==> src/rtl/cube_pkg.sv <==
// Shared definitions for the LED cube display path: geometry, driver
// state encoding and small indexing helpers.
package cube_pkg;

   localparam int CUBE_DIM   = 8;
   localparam int LAYER_BITS = 64;
   localparam int CELL_BITS  = 512;

   // Layer driver sequence: dark gap, column shift, latch, layer on.
   typedef enum logic [1:0] {
      ST_BLANK   = 2'd0,
      ST_SHIFT   = 2'd1,
      ST_LATCH   = 2'd2,
      ST_DISPLAY = 2'd3
   } drv_state_e;

   // Flat bit position of cell (x,y,z) inside the 512-bit Cells vector.
   function automatic logic [8:0] cell_index(input logic [2:0] x,
                                             input logic [2:0] y,
                                             input logic [2:0] z);
      return {z, y, x};
   endfunction

   // One-hot layer driver enable for layer z.
   function automatic logic [7:0] layer_onehot(input logic [2:0] z);
      return 8'd1 << z;
   endfunction

endpackage

==> src/rtl/cube_layer_driver_if.sv <==
// Frame handshake from the simulator plus the cube-facing pins of the
// layer driver. The simulator/testbench side is the master.
interface cube_layer_driver_if;
   import cube_pkg::*;

   logic [CELL_BITS-1:0] Cells;
   logic                 FrameValid;
   logic                 FrameAck;
   logic                 SerData;
   logic                 SerClk;
   logic                 SerLatch;
   logic [7:0]           LayerEn;
   logic [2:0]           Layer;

   modport master (
      output Cells, FrameValid,
      input  FrameAck, SerData, SerClk, SerLatch, LayerEn, Layer
   );

   modport slave (
      input  Cells, FrameValid,
      output FrameAck, SerData, SerClk, SerLatch, LayerEn, Layer
   );

endinterface

==> src/rtl/cube_shift_serializer.sv <==
// Shifts one 64-bit column word MSB first. Each bit spends CLK_DIV cycles
// with SerClk low, then CLK_DIV cycles with SerClk high; one extra low
// half-period follows the last bit so the clock is parked before latching.
module cube_shift_serializer
   import cube_pkg::*;
#(
   parameter int CLK_DIV = 4
) (
   input  logic                  clk,
   input  logic                  rst_n,
   input  logic                  start_i,
   input  logic [LAYER_BITS-1:0] word_i,
   output logic                  ser_data_o,
   output logic                  ser_clk_o,
   output logic                  done_o
);

   localparam logic [15:0] HALF_LAST   = 16'(CLK_DIV - 1);
   // Phases 0..127 carry the bits (even = clock low, odd = clock high),
   // phase 128 is the trailing low half-period.
   localparam logic [7:0]  TRAIL_PHASE = 8'd128;

   logic                  busy_q,     busy_d;
   logic [7:0]            phase_q,    phase_d;
   logic [15:0]           half_q,     half_d;
   logic [LAYER_BITS-1:0] shreg_q,    shreg_d;
   logic                  ser_clk_q,  ser_clk_d;
   logic                  ser_data_q, ser_data_d;
   logic [7:0]            phase_next_s;

   assign phase_next_s = phase_q + 8'd1;

   // Next-state logic for the half-period counter, phase counter and pins.
   always_comb begin
      busy_d     = busy_q;
      phase_d    = phase_q;
      half_d     = half_q;
      shreg_d    = shreg_q;
      ser_clk_d  = ser_clk_q;
      ser_data_d = ser_data_q;
      if (start_i) begin
         busy_d     = 1'b1;
         phase_d    = 8'd0;
         half_d     = 16'd0;
         ser_clk_d  = 1'b0;
         ser_data_d = word_i[LAYER_BITS-1];
         shreg_d    = {word_i[LAYER_BITS-2:0], 1'b0};
      end else if (busy_q) begin
         if (half_q == HALF_LAST) begin
            half_d = 16'd0;
            if (phase_q == TRAIL_PHASE) begin
               busy_d     = 1'b0;
               phase_d    = 8'd0;
               ser_clk_d  = 1'b0;
               ser_data_d = 1'b0;
            end else if (phase_next_s == TRAIL_PHASE) begin
               phase_d    = phase_next_s;
               ser_clk_d  = 1'b0;
               ser_data_d = 1'b0;
            end else if (phase_next_s[0] == 1'b0) begin
               // New bit presented while the clock is low.
               phase_d    = phase_next_s;
               ser_clk_d  = 1'b0;
               ser_data_d = shreg_q[LAYER_BITS-1];
               shreg_d    = {shreg_q[LAYER_BITS-2:0], 1'b0};
            end else begin
               phase_d    = phase_next_s;
               ser_clk_d  = 1'b1;
            end
         end else begin
            half_d = half_q + 16'd1;
         end
      end else begin
         ser_clk_d  = 1'b0;
         ser_data_d = 1'b0;
      end
   end

   // State registers with synchronous active-low reset.
   always_ff @(posedge clk) begin
      if (!rst_n) begin
         busy_q     <= 1'b0;
         phase_q    <= 8'd0;
         half_q     <= 16'd0;
         shreg_q    <= {LAYER_BITS{1'b0}};
         ser_clk_q  <= 1'b0;
         ser_data_q <= 1'b0;
      end else begin
         busy_q     <= busy_d;
         phase_q    <= phase_d;
         half_q     <= half_d;
         shreg_q    <= shreg_d;
         ser_clk_q  <= ser_clk_d;
         ser_data_q <= ser_data_d;
      end
   end

   assign ser_data_o = ser_data_q;
   assign ser_clk_o  = ser_clk_q;
   // Asserted in the final cycle of the trailing half-period.
   assign done_o     = busy_q && (phase_q == TRAIL_PHASE) && (half_q == HALF_LAST);

endmodule

==> src/rtl/cube_layer_driver.sv <==
// LED cube layer driver: stages incoming frames, swaps them into the
// display buffer only at the layer-0 frame boundary, and scans the cube
// one layer at a time (blank, shift columns, latch, enable layer).
module cube_layer_driver
   import cube_pkg::*;
#(
   parameter int CLK_DIV      = 4,
   parameter int ON_CYCLES    = 50000,
   parameter int BLANK_CYCLES = 16
) (
   input logic                Clk,
   input logic                Reset,
   cube_layer_driver_if.slave bus
);

   localparam logic [31:0] BLANK_LAST = 32'(BLANK_CYCLES - 1);
   localparam logic [31:0] LATCH_LAST = 32'(CLK_DIV - 1);
   localparam logic [31:0] ON_LAST    = 32'(ON_CYCLES - 1);
   localparam logic [2:0]  LAST_LAYER = 3'(CUBE_DIM - 1);

   drv_state_e            state_q,     state_d;
   logic [31:0]           cnt_q,       cnt_d;
   logic [2:0]            layer_q,     layer_d;
   logic [CELL_BITS-1:0]  staging_q,   staging_d;
   logic [CELL_BITS-1:0]  display_q,   display_d;
   logic                  pending_q,   pending_d;
   logic                  frame_ack_q, frame_ack_d;
   logic [7:0]            layer_en_q,  layer_en_d;
   logic                  ser_latch_q, ser_latch_d;
   logic                  start_s;
   logic                  ser_done_s;
   logic                  ser_data_s;
   logic                  ser_clk_s;
   logic [LAYER_BITS-1:0] shift_word_s;

   assign shift_word_s = display_q[{layer_q, 6'd0} +: LAYER_BITS];

   cube_shift_serializer #(
      .CLK_DIV (CLK_DIV)
   ) u_serializer (
      .clk        (Clk),
      .rst_n      (Reset),
      .start_i    (start_s),
      .word_i     (shift_word_s),
      .ser_data_o (ser_data_s),
      .ser_clk_o  (ser_clk_s),
      .done_o     (ser_done_s)
   );

   // Scan sequencing, frame staging/transfer and next output values.
   always_comb begin
      state_d     = state_q;
      cnt_d       = cnt_q;
      layer_d     = layer_q;
      staging_d   = staging_q;
      pending_d   = pending_q;
      display_d   = display_q;
      frame_ack_d = 1'b0;
      start_s     = 1'b0;
      if (bus.FrameValid) begin
         staging_d = bus.Cells;
         pending_d = 1'b1;
      end else begin
         staging_d = staging_q;
      end
      case (state_q)
         ST_BLANK: begin
            if (cnt_q == BLANK_LAST) begin
               cnt_d   = 32'd0;
               state_d = ST_SHIFT;
               start_s = 1'b1;
            end else begin
               cnt_d = cnt_q + 32'd1;
            end
         end
         ST_SHIFT: begin
            if (ser_done_s) begin
               cnt_d   = 32'd0;
               state_d = ST_LATCH;
            end else begin
               cnt_d = 32'd0;
            end
         end
         ST_LATCH: begin
            if (cnt_q == LATCH_LAST) begin
               cnt_d   = 32'd0;
               state_d = ST_DISPLAY;
            end else begin
               cnt_d = cnt_q + 32'd1;
            end
         end
         ST_DISPLAY: begin
            if (cnt_q == ON_LAST) begin
               cnt_d   = 32'd0;
               state_d = ST_BLANK;
               layer_d = layer_q + 3'd1;
               // Leaving the last layer is the frame boundary: the only
               // point where the shown frame may change, so no tearing.
               if ((layer_q == LAST_LAYER) && (pending_q || bus.FrameValid)) begin
                  display_d   = bus.FrameValid ? bus.Cells : staging_q;
                  pending_d   = 1'b0;
                  frame_ack_d = 1'b1;
               end else begin
                  display_d = display_q;
               end
            end else begin
               cnt_d = cnt_q + 32'd1;
            end
         end
         default: begin
            state_d = ST_BLANK;
            cnt_d   = 32'd0;
         end
      endcase
      // Pin values follow the next state so they line up with it.
      layer_en_d  = (state_d == ST_DISPLAY) ? layer_onehot(layer_d) : 8'd0;
      ser_latch_d = (state_d == ST_LATCH);
   end

   // All driver state and registered pins, synchronous active-low reset.
   always_ff @(posedge Clk) begin
      if (!Reset) begin
         state_q     <= ST_BLANK;
         cnt_q       <= 32'd0;
         layer_q     <= 3'd0;
         staging_q   <= {CELL_BITS{1'b0}};
         display_q   <= {CELL_BITS{1'b0}};
         pending_q   <= 1'b0;
         frame_ack_q <= 1'b0;
         layer_en_q  <= 8'd0;
         ser_latch_q <= 1'b0;
      end else begin
         state_q     <= state_d;
         cnt_q       <= cnt_d;
         layer_q     <= layer_d;
         staging_q   <= staging_d;
         display_q   <= display_d;
         pending_q   <= pending_d;
         frame_ack_q <= frame_ack_d;
         layer_en_q  <= layer_en_d;
         ser_latch_q <= ser_latch_d;
      end
   end

   assign bus.FrameAck = frame_ack_q;
   assign bus.SerData  = ser_data_s;
   assign bus.SerClk   = ser_clk_s;
   assign bus.SerLatch = ser_latch_q;
   assign bus.LayerEn  = layer_en_q;
   assign bus.Layer    = layer_q;

endmodule
==> src/flat_wrapper.sv <==
// flat-port wrapper written by rule: the top's interface ports become plain ports
module cube_layer_driver_flat import cube_pkg::*;
#(
   parameter int CLK_DIV      = 4,
   parameter int ON_CYCLES    = 50000,
   parameter int BLANK_CYCLES = 16
)
  (Clk, Reset, bus_Cells, bus_FrameValid, bus_FrameAck, bus_SerData, bus_SerClk, bus_SerLatch, bus_LayerEn, bus_Layer);
  cube_layer_driver_if bus_i ();
  input logic Clk;
  input logic Reset;
  input wire logic [$bits(bus_i.Cells)-1:0] bus_Cells;
  input wire logic [$bits(bus_i.FrameValid)-1:0] bus_FrameValid;
  output wire logic [$bits(bus_i.FrameAck)-1:0] bus_FrameAck;
  output wire logic [$bits(bus_i.SerData)-1:0] bus_SerData;
  output wire logic [$bits(bus_i.SerClk)-1:0] bus_SerClk;
  output wire logic [$bits(bus_i.SerLatch)-1:0] bus_SerLatch;
  output wire logic [$bits(bus_i.LayerEn)-1:0] bus_LayerEn;
  output wire logic [$bits(bus_i.Layer)-1:0] bus_Layer;
  assign bus_i.Cells = bus_Cells;
  assign bus_i.FrameValid = bus_FrameValid;
  assign bus_FrameAck = bus_i.FrameAck;
  assign bus_SerData = bus_i.SerData;
  assign bus_SerClk = bus_i.SerClk;
  assign bus_SerLatch = bus_i.SerLatch;
  assign bus_LayerEn = bus_i.LayerEn;
  assign bus_Layer = bus_i.Layer;
  cube_layer_driver #(.CLK_DIV(CLK_DIV), .ON_CYCLES(ON_CYCLES), .BLANK_CYCLES(BLANK_CYCLES)) u_core (.Clk(Clk), .Reset(Reset), .bus(bus_i));
endmodule
==> config.mk <==
export PLATFORM = sky130hd
export DESIGN_NAME = cube_layer_driver_flat
export DESIGN_NICKNAME = d
export VERILOG_FILES = /design/src/rtl/cube_pkg.sv /design/src/rtl/cube_layer_driver_if.sv /design/src/rtl/cube_shift_serializer.sv /design/src/rtl/cube_layer_driver.sv /design/src/flat_wrapper.sv
export SDC_FILE = /design/constraint.sdc
export NUM_CORES = 2
export LEC_CHECK = 0
export ABC_AREA = 1
export CAP_MARGIN = 30
export CORE_ASPECT_RATIO = 0.5
export CORE_MARGIN = 8
export CORE_UTILIZATION = 45
export DETAILED_ROUTE_END_ITERATION = 10
export PLACE_DENSITY = 0.68
export SLEW_MARGIN = 20
export SYNTH_ARGS = -nofsm -noshare
export SYNTH_HDL_FRONTEND = slang
export SYNTH_SLANG_ARGS = --single-unit
==> constraint.sdc <==
create_clock -name Clk -period 2.4 [get_ports Clk]
set_clock_uncertainty 0.1 [all_clocks]
set_input_delay 0.48 -clock Clk [delete_from_list [all_inputs] [get_ports Clk]]
set_output_delay 0.48 -clock Clk [all_outputs]
set_load 0.02 [all_outputs]
==> run_results.csv <==
group,metric,value,unit
logic_synthesis,yosysUniqueCellTypes,42,
die,die_w,478.4,µm
cells_and_area,regArea,0.02327,mm²
routing,wl_met3,9.620,mm
routing,post_drt_wl_per_cell,19.06,µm
grt,grt-ovfl-total,0,
placement,place_area,0.05552,mm²
hold_path,hold_class,"input port to flop",
run,maxCapViolCount,0,
cells_and_area,final_cell_mix,"nand2_1 (1,494), dfxtp_1 (1,156), nor2_1 (755)",
cells_and_area,drive_above_1_share,6.117,%
sta,tns,0,ns
logic_synthesis,synth_seq_cells,1162,
sta,slew_headroom,21.19,%
routing,drt-met1-wl,69.60,mm
pwr,peakVddDrop,561.1,µV
cts,clkLatencyLatePin,0.72,ns
logic_synthesis,yosys-top-cells-area,"dfxtp_1 (48%), nand2_1 (12%), mux2i_1 (11%)",
logic_synthesis,netlist.area_leader.share,48.35,%
setup_path,start_kind,"flop",
logic_synthesis,synth.avg_cell_area,7.880,µm²
hold_path,worstHoldPathCells,3,
cts,cts_tree,"yes",
cells_and_area,n_fill_cell,9627,
setup_path,critPathRequiredTime,2.93,ns
setup_path,criticalPathCategory,"flop to flop",
sta,max_freq,426.3,MHz
routing,wl_met2,69.62,mm
grt,antenna_found_initial,19,
die,die_h,247.2,µm
setup_path,endpoint_kind,"flop",
placement,portBuffers,529,
pwr,total_leakage_power,23.33,nW
routing,wirelength,152.9,mm
logic_synthesis,yosysTopAreaCell,"dfxtp_1",
die,die_area,0.1183,mm²
placement,hpwl,106.5,mm
sta,setup_viol,0,
grt,grt_pass1_vias,39480,
status,run_status,"complete, no violations",
die,ios,530,
sta,worstMarginPinSlew,1.182,ns
placement,place.gp.congestion,0.9231,
cells_and_area,multi_input_area,0.02262,mm²
setup_path,crit_arrival,2.88,ns
sta,report.final.hold_viol_count,0,
pwr,total_power,0.04056,W
logic_synthesis,syn_area,0.04811,mm²
cts,cts_hold_buf,0,
routing,vias_per_cell,5.180,
grt,grt_pass1_wl,226.2,mm
logic_synthesis,seq_area_frac_synth,48.35,%
routing,highest_layer,"met5",
cts,clk_pin_slew,0.07,ns
routing,vias,41550,
sta,period_minus_slack,2.346,ns
routing,drt_iter0_drc,4062,
logic_synthesis,yosys_warnings,0,
routing,ant_nets,0,
cts,htreeDepth,3,
logic_synthesis,syn_inst,6105,
setup_path,cp_max_fo,31,
sta,period_share,97.75,%
sta,rsz0062_at_grt,"true",
cells_and_area,area_growth,24.08,%
cells_and_area,fin_nets,7026,
cts,cts_buffers,102,
grt,track_usage,24.05,%
sta,drv_slew,0,
pwr,powerDensity,679.5,mW/mm²
cells_and_area,mostFrequentLayoutCell,"nand2_1",
logic_synthesis,synth_nets,6626,
cts,cts-root-buf,"clkbuf_16",
die,core-area,0.1055,mm²
grt,grt_max_degree,258,
routing,post-route-drc-count,0,
cts,cts_buffer_depth,3,
cells_and_area,fin_area,0.05969,mm²
cts,numClockSinks,1162,
setup_path,rr_worst_depth,11,
routing,first_pass_iters,6,
die,start_util,45.59,%
die,rows,84,
-- path summary, 6_finish.rpt --
kind	start	slack (ns)	endpoint
worst max register to register	u_core.cnt_q[8]	0.05	u_core.display_q[100]
worst min-delay path	Reset	0.05	u_core.staging_q[198]
worst max-delay path	u_core.cnt_q[8]	0.05	u_core.display_q[100]
worst min register to register	u_core.display_q[47]	0.36	u_core.display_q[47]
-- kinds of logic (layout without fill, tap and decap cells) --
family / Yosys count / count (layout) / share of synthesized area, %
xor+xnor: 28 / 28 / 0.5097
flops: 1162 / 1162 / 48.35
fa+ha+maj: 6 / 6 / 0.1560
simple gates: 3253 / 3253 / 29.48
mux: 512 / 512 / 10.65
other cells: 0 / 14 / 0
compound gates: 566 / 566 / 6.000
buf+inv: 578 / 1061 / 4.850
-- critical path: stages (launching register included) --
cell       delay [ns]
dfxtp_1          0.36
nand2_1          0.12
nor3_4           0.19
nand3_1          0.14
nor3_2           0.19
buf_4            0.13
nand4_4          0.13
buf_12           0.19
clkbuf_16        0.18
buf_12           0.17
or2_0            0.22
a21oi_2          0.14
-- synthesized netlist by cell type (all sizes together) --
cell type	n
o2111a	1
o211ai	2
o211a	1
clkbuf	295
dfxtp	1162
o22ai	6
nand3	418
nor4	5
o221ai	2
nor2	758
nand2	1500
or3	2
mux2i	512
o21ai	21
buf	128
a31oi	1
or2	514
o21bai	1
a221oi	1
nor3	33
nand3b	2
clkinv	1
a21o	1
inv	154
ha	6
nand4	20
a211oi	3
xnor2	5
xor2	23
nor4b	1
a21oi	526
-- cell type report --
cell class / count / share of cell area (%)
sequential: 1162 / 38.99
clock buffer: 144 / 4.949
timing repair buffer: 719 / 13.02
tap: 1419 / 2.974
multi-input combinational: 4365 / 37.89
antenna: 14 / 0.05869
inverter: 155 / 1.004
clock inverter: 43 / 1.107
-- metal layers --
metal	global-route usage [%]	vias up
met2	38.47	1214
met1	33.40	19710
met4	7.466	4
met5	0	-
met3	3.885	212
li1	-	20410
-- registers in the layout, summed over array words and instances, names as in the netlist, 3 cells and up --
| signal | count |
|---|---|
| u_core.bus.LayerEn | 8 |
| u_core.bus.Layer | 3 |
| u_core.u_serializer.shreg_q | 63 |
| u_core.staging_q | 512 |
| u_core.display_q | 512 |
| u_core.cnt_q | 32 |
| u_core.u_serializer.phase_q | 8 |
| u_core.u_serializer.half_q | 16 |
-- where the power goes --
part | leakage, nW | internal (W) | switching, W
Clock | 1.77 | 0.0103 | 0.00765
Sequential | 9.47 | 0.0198 | 0.000130
Combinational | 12.1 | 0.00135 | 0.00132
-- per-stage QoR --
| stage | hold slack [ns] | std cells | utilization (%) | setup slack [ns] |
|---|---|---|---|---|
| 3_5_place_dp | 0.3522 | 7800 | 52.62 | 0.001068 |
| 3_3_place_gp | 0.3499 | 7800 | 52.62 | 0.02952 |
| 5_1_grt | 0.03115 | 8018 | 56.56 | -0.04770 |
| 4_1_cts | 0.005295 | 7989 | 56.12 | 0.01429 |
| 2_1_floorplan | 0.3413 | 6105 | - | 0.2094 |
| 6_report | 0.05252 | 8021 | 56.57 | 0.05408 |
-- repair_timing --
action / CTS / global route
setup endpoints to repair: 6 / 282
pin swaps: 1 / 4
setup buffers: 0 / 5
cloned: 2 / 13
gates resized for setup: 9 / 40
Note: power is estimated with default switching activity, not from simulation.
